File: config.mk
export PLATFORM = sky130hd
export DESIGN_NAME = cordic_sincos_iter
export DESIGN_NICKNAME = d
export VERILOG_FILES = /design/src/rtl/cordic_pkg.sv /design/src/rtl/cordic_fold.sv /design/src/rtl/cordic_sincos_iter.sv
export SDC_FILE = /design/constraint.sdc
export NUM_CORES = 1
export LEC_CHECK = 0
export BUFFER_PORTS_ARGS = -buffer_cell sky130_fd_sc_hd__buf_2
export CAP_MARGIN = 20
export CELL_PAD_IN_SITES_DETAIL_PLACEMENT = 0
export CELL_PAD_IN_SITES_GLOBAL_PLACEMENT = 2
export CORE_MARGIN = 5
export CORE_UTILIZATION = 40
export CTS_CLUSTER_SIZE = 30
export DETAILED_ROUTE_END_ITERATION = 16
export PLACE_DENSITY = 0.92
export SLEW_MARGIN = 20
export SYNTH_ARGS = -nofsm -noshare
export SYNTH_HDL_FRONTEND = slang
export SYNTH_SLANG_ARGS = --single-unit
File: constraint.sdc
create_clock -name clk -period 9.3 [get_ports clk]
set_input_delay 0 -clock clk [delete_from_list [all_inputs] [get_ports clk]]
set_output_delay 0 -clock clk [all_outputs]
set_load 0.1 [all_outputs]
File: src/rtl/cordic_pkg.sv
// Shared constants and FSM state type for the iterative CORDIC sin/cos engine.
// Angles use Q3.29 and gains use Q2.30 at full 32-bit precision. Narrower builds
// keep the top WIDTH bits of each constant.
package cordic_pkg;

  localparam logic [31:0] K_Q2_30       = 32'h26DD3B6A;
  localparam logic [31:0] PI_Q3_29      = 32'h6487ED51;
  localparam logic [31:0] HALF_PI_Q3_29 = 32'h3243F6A9;

  // atan(2^-i) in Q3.29 for i = 0..29
  localparam logic [31:0] ATAN_TABLE [30] = '{
    32'h1921FB54, 32'h0ED63383, 32'h07D6DD7E, 32'h03FAB753, 32'h01FF55BB,
    32'h00FFEAAE, 32'h007FFD55, 32'h003FFFAB, 32'h001FFFF5, 32'h000FFFFF,
    32'h00080000, 32'h00040000, 32'h00020000, 32'h00010000, 32'h00008000,
    32'h00004000, 32'h00002000, 32'h00001000, 32'h00000800, 32'h00000400,
    32'h00000200, 32'h00000100, 32'h00000080, 32'h00000040, 32'h00000020,
    32'h00000010, 32'h00000008, 32'h00000004, 32'h00000002, 32'h00000001
  };

  typedef enum logic [1:0] {
    IDLE,
    ROTATE,
    HOLD
  } state_t;

endpackage

File: src/rtl/cordic_fold.sv
// Combinational quadrant fold and range check for the incoming angle.
// Optional macro CORDIC_QUAD_EXT_EN: fold |angle| in (pi/2, pi] back into
// [-pi/2, pi/2] and flag the result for negation. Without it, anything beyond
// pi/2 is only flagged.
module cordic_fold
  import cordic_pkg::*;
#(
  parameter int WIDTH = 32
) (
  input  logic signed [WIDTH-1:0] angle,
  output logic signed [WIDTH+1:0] z_fold,
  output logic                    negate,
  output logic                    err
);

  localparam logic signed [WIDTH+1:0] HALF_PI = signed'({2'b00, HALF_PI_Q3_29[31 -: WIDTH]});
`ifdef CORDIC_QUAD_EXT_EN
  localparam logic signed [WIDTH+1:0] PI = signed'({2'b00, PI_Q3_29[31 -: WIDTH]});
`endif

  logic signed [WIDTH+1:0] a_ext;

  assign a_ext = {{2{angle[WIDTH-1]}}, angle};

  // Fold into the CORDIC convergence range and decide whether the angle is supported
  always_comb begin
    z_fold = a_ext;
    negate = 1'b0;
`ifdef CORDIC_QUAD_EXT_EN
    err = (a_ext > PI) || (a_ext < -PI);
    if (a_ext > HALF_PI) begin
      z_fold = a_ext - PI;
      negate = 1'b1;
    end else if (a_ext < -HALF_PI) begin
      z_fold = a_ext + PI;
      negate = 1'b1;
    end
`else
    err = (a_ext > HALF_PI) || (a_ext < -HALF_PI);
`endif
  end

endmodule

File: src/rtl/cordic_sincos_iter.sv
// Iterative CORDIC engine: one micro-rotation per enabled cycle, cos and sin
// produced together. Valid/ready on both sides, and the result holds while the
// consumer stalls. Optional macro CORDIC_QUAD_EXT_EN (in cordic_fold) extends
// the supported angle range to +/-pi.
module cordic_sincos_iter
  import cordic_pkg::*;
#(
  parameter int WIDTH = 32,
  parameter int ITER  = 24
) (
  input  logic                    clk,
  input  logic                    reset,
  input  logic                    clk_en,
  input  logic                    in_valid,
  output logic                    in_ready,
  input  logic signed [WIDTH-1:0] angle,
  output logic                    out_valid,
  input  logic                    out_ready,
  output logic signed [WIDTH-1:0] cos_out,
  output logic signed [WIDTH-1:0] sin_out,
  output logic                    out_err
);

  localparam int IW = WIDTH + 2;
  localparam logic signed [IW-1:0] K_INIT = signed'({2'b00, K_Q2_30[31 -: WIDTH]});
  localparam logic [4:0] LAST = 5'(ITER - 1);

  state_t state, state_nxt;
  logic   accept;

  logic signed [IW-1:0] x, y, z;
  logic signed [IW-1:0] x_nxt, y_nxt, z_nxt, atan_i;
  logic [4:0]           iter;
  logic                 neg, err_lat;

  logic signed [IW-1:0] z_fold;
  logic                 fold_neg, fold_err;

  // Drop the guard bits and apply the quadrant sign correction
  function automatic logic signed [WIDTH-1:0] out_word(input logic [WIDTH-1:0] v,
                                                       input logic neg_f);
    return signed'(neg_f ? -v : v);
  endfunction

  cordic_fold #(.WIDTH(WIDTH)) u_fold (
    .angle  (angle),
    .z_fold (z_fold),
    .negate (fold_neg),
    .err    (fold_err)
  );

  // State register
  always_ff @(posedge clk or negedge reset) begin
    if (!reset) state <= IDLE;
    else        state <= state_nxt;
  end

  // Next state and handshake outputs
  always_comb begin
    state_nxt = state;
    in_ready  = 1'b0;
    out_valid = 1'b0;
    accept    = 1'b0;
    case (state)
      IDLE: begin
        in_ready = 1'b1;
        if (in_valid && clk_en) begin
          accept    = 1'b1;
          state_nxt = ROTATE;
        end
      end
      ROTATE: begin
        if (clk_en && iter == LAST) state_nxt = HOLD;
      end
      HOLD: begin
        out_valid = 1'b1;
        if (out_ready && clk_en) state_nxt = IDLE;
      end
      default: state_nxt = IDLE;
    endcase
  end

  // One micro-rotation, direction chosen by the sign of the residual angle
  always_comb begin
    atan_i = signed'(IW'(ATAN_TABLE[iter] >> (32 - WIDTH)));
    if (!z[IW-1]) begin
      x_nxt = x - (y >>> iter);
      y_nxt = y + (x >>> iter);
      z_nxt = z - atan_i;
    end else begin
      x_nxt = x + (y >>> iter);
      y_nxt = y - (x >>> iter);
      z_nxt = z + atan_i;
    end
  end

  // Rotation vector: loaded on accept, advanced while rotating
  always_ff @(posedge clk) begin
    if (clk_en) begin
      if (accept) begin
        x   <= K_INIT;
        y   <= '0;
        z   <= z_fold;
        neg <= fold_neg;
      end else if (state == ROTATE) begin
        x <= x_nxt;
        y <= y_nxt;
        z <= z_nxt;
      end
    end
  end

  // Iteration counter, error latch and result registers
  always_ff @(posedge clk or negedge reset) begin
    if (!reset) begin
      iter    <= '0;
      err_lat <= 1'b0;
      cos_out <= '0;
      sin_out <= '0;
      out_err <= 1'b0;
    end else if (clk_en) begin
      if (accept) begin
        iter    <= '0;
        err_lat <= fold_err;
      end else if (state == ROTATE) begin
        iter <= iter + 5'd1;
        if (iter == LAST) begin
          cos_out <= out_word(x_nxt[WIDTH-1:0], neg);
          sin_out <= out_word(y_nxt[WIDTH-1:0], neg);
          out_err <= err_lat;
        end
      end
    end
  end

endmodule
**Word-level counts from Yosys, hierarchy flattened**

Memory sizes are Yosys's and may differ from the RTL's.
Cells that the tools add are included.
Widths: inputs -> output; s select.

- $add $sub $neg: 7
- Eq/ne operators: 6
- Reduce and logical (&&, ||, !) cells: 10
- Bitwise operators: 2
- $lt $le $gt $ge: 3
- Shift-type cells: 2
- Muxes and demuxes: 19

Operators with widths:

| operator | number |
|---|---|
| $mux 34 | 7 |
| $add 34x34->34 | 2 |
| $sshr 34x5->34 | 2 |
| $sub 34x34->34 | 2 |
| $mux 32 | 2 |
| $add 34x33->34 | 1 |
| $sub 34x33->34 | 1 |
| $gt 32x31->1 const B | 1 |
| $lt 32x31->1 const B | 1 |
| $mux 5 | 2 |
| $ge 6x6->1 const B | 1 |
| $mux 2 | 3 |
| $ne 2x2->1 const B | 3 |
| $not 5->6 | 1 |
| $pmux 2 s3 | 1 |
| $add 5x1->5 const B | 1 |
| $eq 5x5->1 const B | 1 |
| $mux 1 | 4 |
| $reduce_and 2->1 | 2 |
| $reduce_and 4->1 | 1 |
| $logic_and 1x1->1 | 3 |
| $reduce_and 3->1 | 1 |
| $eq 2x1->1 const B | 1 |
| $eq 2x2->1 const B | 1 |
| 4 further kinds | 4 |

- Word-level logic and storage cells: 59
- Input port bits: 37
- Memories: 1
- Output and inout port bits: 67
- Register bits after elaboration: 175
- Bits in read-only memories: 1024

Memory list:

| memory | depth | bits a word | rd ports | clocked after Yosys merged registers in | write ports | RTL line | RTL |
|---|---|---|---|---|---|---|---|
| (no name shown) | 32 | 32 | 1 | 0 | 0 | cordic_sincos_iter.sv:85 | `atan_i = signed'(IW'(ATAN_TABLE[iter] >> (32 - WIDTH)));` |

**Depth between registers and ports, before layout**

- Depth in word-level cells: 8
- Gate-level depth with buffers: 31
- Mapped depth without buffers: 25

**Cells and area by module**

A second synthesis with hierarchy kept.

- Cells, all modules: 2419
- Area total of the unflattened synthesis: 20295.7 um^2

Modules (own cells, without submodules):

| module | area each (um^2) | times used | sequential area each (um^2) | cells each |
|---|---|---|---|---|
| cordic_sincos_iter | 19747.7 | 1 | 4919.7 | 2343 |
| cordic_fold | 548.0 | 1 | 0.0 | 76 |

**Worst setup path before layout**

OpenSTA, ideal clock, no wires.

- Path type: flip-flop to flip-flop
- Start: register state[0]
- End: register x[0] (enable)
- Cell stages (with the launch flop): 3
- Arrival: 7.620 ns
- Setup time: 0.703 ns
- Data required time: 8.597 ns
- Path buffers: 0
- Setup slack: 0.977 ns
- Clock period less this slack: 8.323 ns
- Path through: dfrtp_1 -> nand2_1 -> o21ai_0

- Word-level cells in the longest chain between the ends: 4
- Elaborated cells between the ends (all ways): 5
- Those cells by class: eq/ne: 1; mux: 1; reduce/logical: 3

Ends and longest elaborated chain:

| what | RTL line | RTL |
|---|---|---|
| from (decl) | cordic_sincos_iter.sv:28 | `state_t state, state_nxt;` |
| from (signal assigned) | cordic_sincos_iter.sv:55 | `else state <= state_nxt;` |
| $logic_not 2->1 | cordic_sincos_iter.sv:64 | `case (state)` |
| $mux 1 | cordic_sincos_iter.sv:64 |  |
| $reduce_bool 2->1 (no line) (*) | -- |  |
| $reduce_and 2->1 (no line) (*) | -- |  |
| to (signal assigned) | cordic_sincos_iter.sv:106 | `x <= x_nxt;` |
| to (decl) | cordic_sincos_iter.sv:31 | `logic signed [IW-1:0] x, y, z;` |

Every way passes the cells marked *; elsewhere a longest branch is shown, timed or not.
A chain may end at the register's enable or synchronous reset.

**Worst setup path after layout**

- Start: register iter[0]
- End: register x[33] (data pin)

- Word-level cells in the longest chain between the ends: 4
- Elaborated cells between the ends (all ways): 5
- Those cells by class: add/sub: 2; shift: 1; mux: 2

Ends and longest elaborated chain:

| what | RTL line | RTL |
|---|---|---|
| from (decl) | cordic_sincos_iter.sv:33 | `logic [4:0] iter;` |
| from (signal assigned) | cordic_sincos_iter.sv:126 | `iter <= iter + 5'd1;` |
| $sshr 34x5->34 (*) | cordic_sincos_iter.sv:87, cordic_sincos_iter.sv:91 |  |
| $sub 34x34->34 or $add 34x34->34 (tied branches) | cordic_sincos_iter.sv:87, cordic_sincos_iter.sv:91 |  |
| $mux 34 (*) | cordic_sincos_iter.sv:86 | `if (!z[IW-1]) begin` |
| $mux 34 (*) | cordic_sincos_iter.sv:105 | `end else if (state == ROTATE) begin` |

Every way passes the cells marked *; elsewhere a longest branch is shown, timed or not. The select of a mux whose other input is x is not followed.

==> results.txt <==
number of synthesized flops with an enable pin: 102
met3 Usage GRT: 4.17%
grt ovf: 0
WL per Instance: 22.6 um
syn_area_per_cell: 8.72 um^2
Worst Path Required: 9.49 ns
GR peak layer: met2
Core ar.: 45300 um^2
measured slew at the worst slew-check pin: 1.08 ns
# Max-Cap Violations: 0
setup_tns: 0 ns
met2 Use GR: 41.1%
fmax: 132 MHz
final std cell area, no fill: 20200 um^2
top_reg_cell synth: edfxtp_1
H-tree levels: 4
final number of setup-violating endpoints: 0
outcome: finished, final reports clean
Hold Path Class: in2async
Final Hold Fails: 0
worst r2r path cells: 23
Worst Clk Skew: 0.0176 ns
Top Ports: 104
antenna-violating nets left: 0
initial drt markers: 1377
Clk Latency, worst-skew pair: 0.49 ns
HPWL after DPL: 47200 um
share of layout cells above drive strength 1: 13.5%
GRT met1 Usage: 32.4%
non-filler instance count after layout: 2771
Total Nets Final: 2310
routed vias: 16894
asr flop ratio synth: 41.7%
DIE WIDTH: 224 um
Slew HR: 27.8%
CP startpoint kind: flop
first-pass GRT wire length: 97800 um
FILL cells: 4516
post-synthesis cell area: 18300 um^2
RSZ-0062 raised after global routing: false
placed insts: 2701
Synth Register Bits: 175
clock-pin slew on the worst setup and hold paths: 0.07 ns
Synth Instances: 2094
Synth cell types: 86
DRC: 0
FF-to-FF End: x[33]
final wirelength: 62600 um
vias per inst: 6.10
Pre-antenna DRT Iters: 5
starting density of the core: 40.3%
Slew Viols, Final: 0
root cell of the clock tree: clkbuf_16
Port Buffer Count: 103
Max clock buf depth: 2
Tmin final: 7.60 ns
vias in the first global route: 16619
CP Capture Type: flop
syn nets: 2246
worst reg2reg startpoint: iter[0]
Die ar.: 50000 um^2
YS warnings: 0
total global-route track usage: 24.7%
Placed Area: 19200 um^2
CTS tree: built
crit path kind: reg2reg
num rows: 78
Max Fanout on Critical Path: 49
initial antenna violation count: 1
reg2reg setup slack: 1.70 ns
GP Congestion: 0.994
total clock sinks: 175
pin count of the biggest net entering global routing: 89
final period utilization: 81.7%
sequential share of the synthesized area: 26.8%
ant diodes: 0
die height: 224 um
Synth-to-Final Area Change: 10.5%
CTS Buf Count: 17
Worst EP arrival: 7.79 ns
-- sequential cells by signal, summed over array words and instances (netlist names) --
| register | flops |
|---|---|
| sin_out | 32 |
| state | 2 |
| cos_out | 32 |
| iter | 5 |
| y | 34 |
| x | 34 |
| z | 34 |
| err_lat | 1 |
| out_err | 1 |
-- cells in the mapped netlist (45+ instances only) --
cell type	number	area share (%)
a31oi_1	45	1.5
mux4_2	64	7.9
clkbuf_1	69	1.4
o21ai_0	161	4.4
nor2_1	193	4.0
nand2_1	240	4.9
mux2i_1	69	3.8
edfxtp_1	102	17
dfrtp_1	73	10
xnor2_1	102	4.9
a21oi_1	176	4.8
a21o_1	50	2.1
xor2_1	81	3.9
ha_1	112	7.7
-- routing by layer --
layer / part of all wire [%] / up-vias
li1: - / 7945
met3: 5.6 / 103
met1: 43 / 8245
met4: 3.6 / 0
met2: 48 / 601
met5: 0 / -
-- worst max-delay path, stage by stage, from the launching register on --
cell and delay, ns:
dfrtp_4 0.91, buf_4 0.63, mux4_2 0.63, mux2i_1 0.24
o32ai_1 0.12, a211oi_1 0.65, and2_1 0.29, nand2_1 0.10
nor4_2 0.53, and3_1 0.35, a21oi_1 0.11, xor2_1 0.17
ha_1 0.37, o21ai_0 0.12, o21bai_1 0.26, o21bai_1 0.09
a21boi_0 0.18, o21a_1 0.14, o31a_1 0.17, nor4_1 0.07
o31ai_1 0.65, a211oi_1 0.19, xnor2_1 0.19, nor2_1 0.05
-- repair_timing --
action,CTS,global route
hold buffers,38,0
endpoints found under the hold margin,75,0
endpoints found under the setup margin,0,0
setup buffers,0,0
gates resized for setup,0,0
-- worst max path at each step --
stage | from | endpoint | slack [ns] | cells after the start
after floorplan | state[0] | x[0] | 0.98 | 2
after global placement | iter[0] | x[29] | 1.96 | 20
after detailed placement | iter[0] | x[33] | 1.76 | 23
after CTS | iter[0] | x[33] | 1.72 | 23
after global routing | iter[0] | x[33] | 1.12 | 23
final | iter[0] | x[33] | 1.70 | 23
-- metrics by stage --
stage | worst slack (ns) | hold WS (ns) | util (%)
after detailed placement | 1.76 | 0.0412 | 42.4
after global placement | 1.96 | 0.0279 | 42.4
after global routing | 1.12 | 0.0791 | 44.5
final | 1.70 | 0.0398 | 44.5
after floorplan | 0.977 | -0.296 | -
after CTS | 1.72 | 0.0238 | 44.5
-- cell usage in the layout, fill, tap and decap left out, drive strengths merged, types with 16 or more instances in the layout --
cell type	synthesis	routed
buf	52	129
mux2	37	37
o22ai	26	26
mux2i	69	69
nand2b	24	24
o21a	22	22
a21o	50	50
xor2	81	81
xnor2	102	102
inv	38	38
clkbuf	70	21
o21ai	161	161
a21oi	176	176
nor2	193	193
a31oi	45	45
edfxtp	102	102
nand3	35	35
nor2b	18	18
nand2	240	240
a211oi	18	18
nor3	26	26
a22oi	16	16
mux4	64	64
dlygate4sd3	0	38
dfrtp	73	73
and2	26	26
ha	112	112
-- cell type report --
cell class | count | area [um^2] | share of cell area [%]
Inverter | 39 | 146 | 0.726
Clock inverter | 11 | 143 | 0.708
Clock buffer | 21 | 440 | 2.18
Timing Repair Buffer | 167 | 1090 | 5.42
Tap cell | 600 | 751 | 3.72
Sequential cell | 175 | 4900 | 24.3
Multi-Input combinational cell | 1758 | 12700 | 62.9
-- logic make-up after synthesis --
kind of cell | synth area share [%]
AND/OR/NAND/NOR | 15.9
multiplexers | 14.0
flip-flops | 26.8
XOR/XNOR | 8.78
adder cells (fa/ha/maj) | 8.01
buffers and inverters | 3.83
AO/OA/AOI/OAI | 22.7
Power is left out: the tool's default activity adds up to more than one toggle a clock period on the data nets, which glitch-free logic cannot reach.
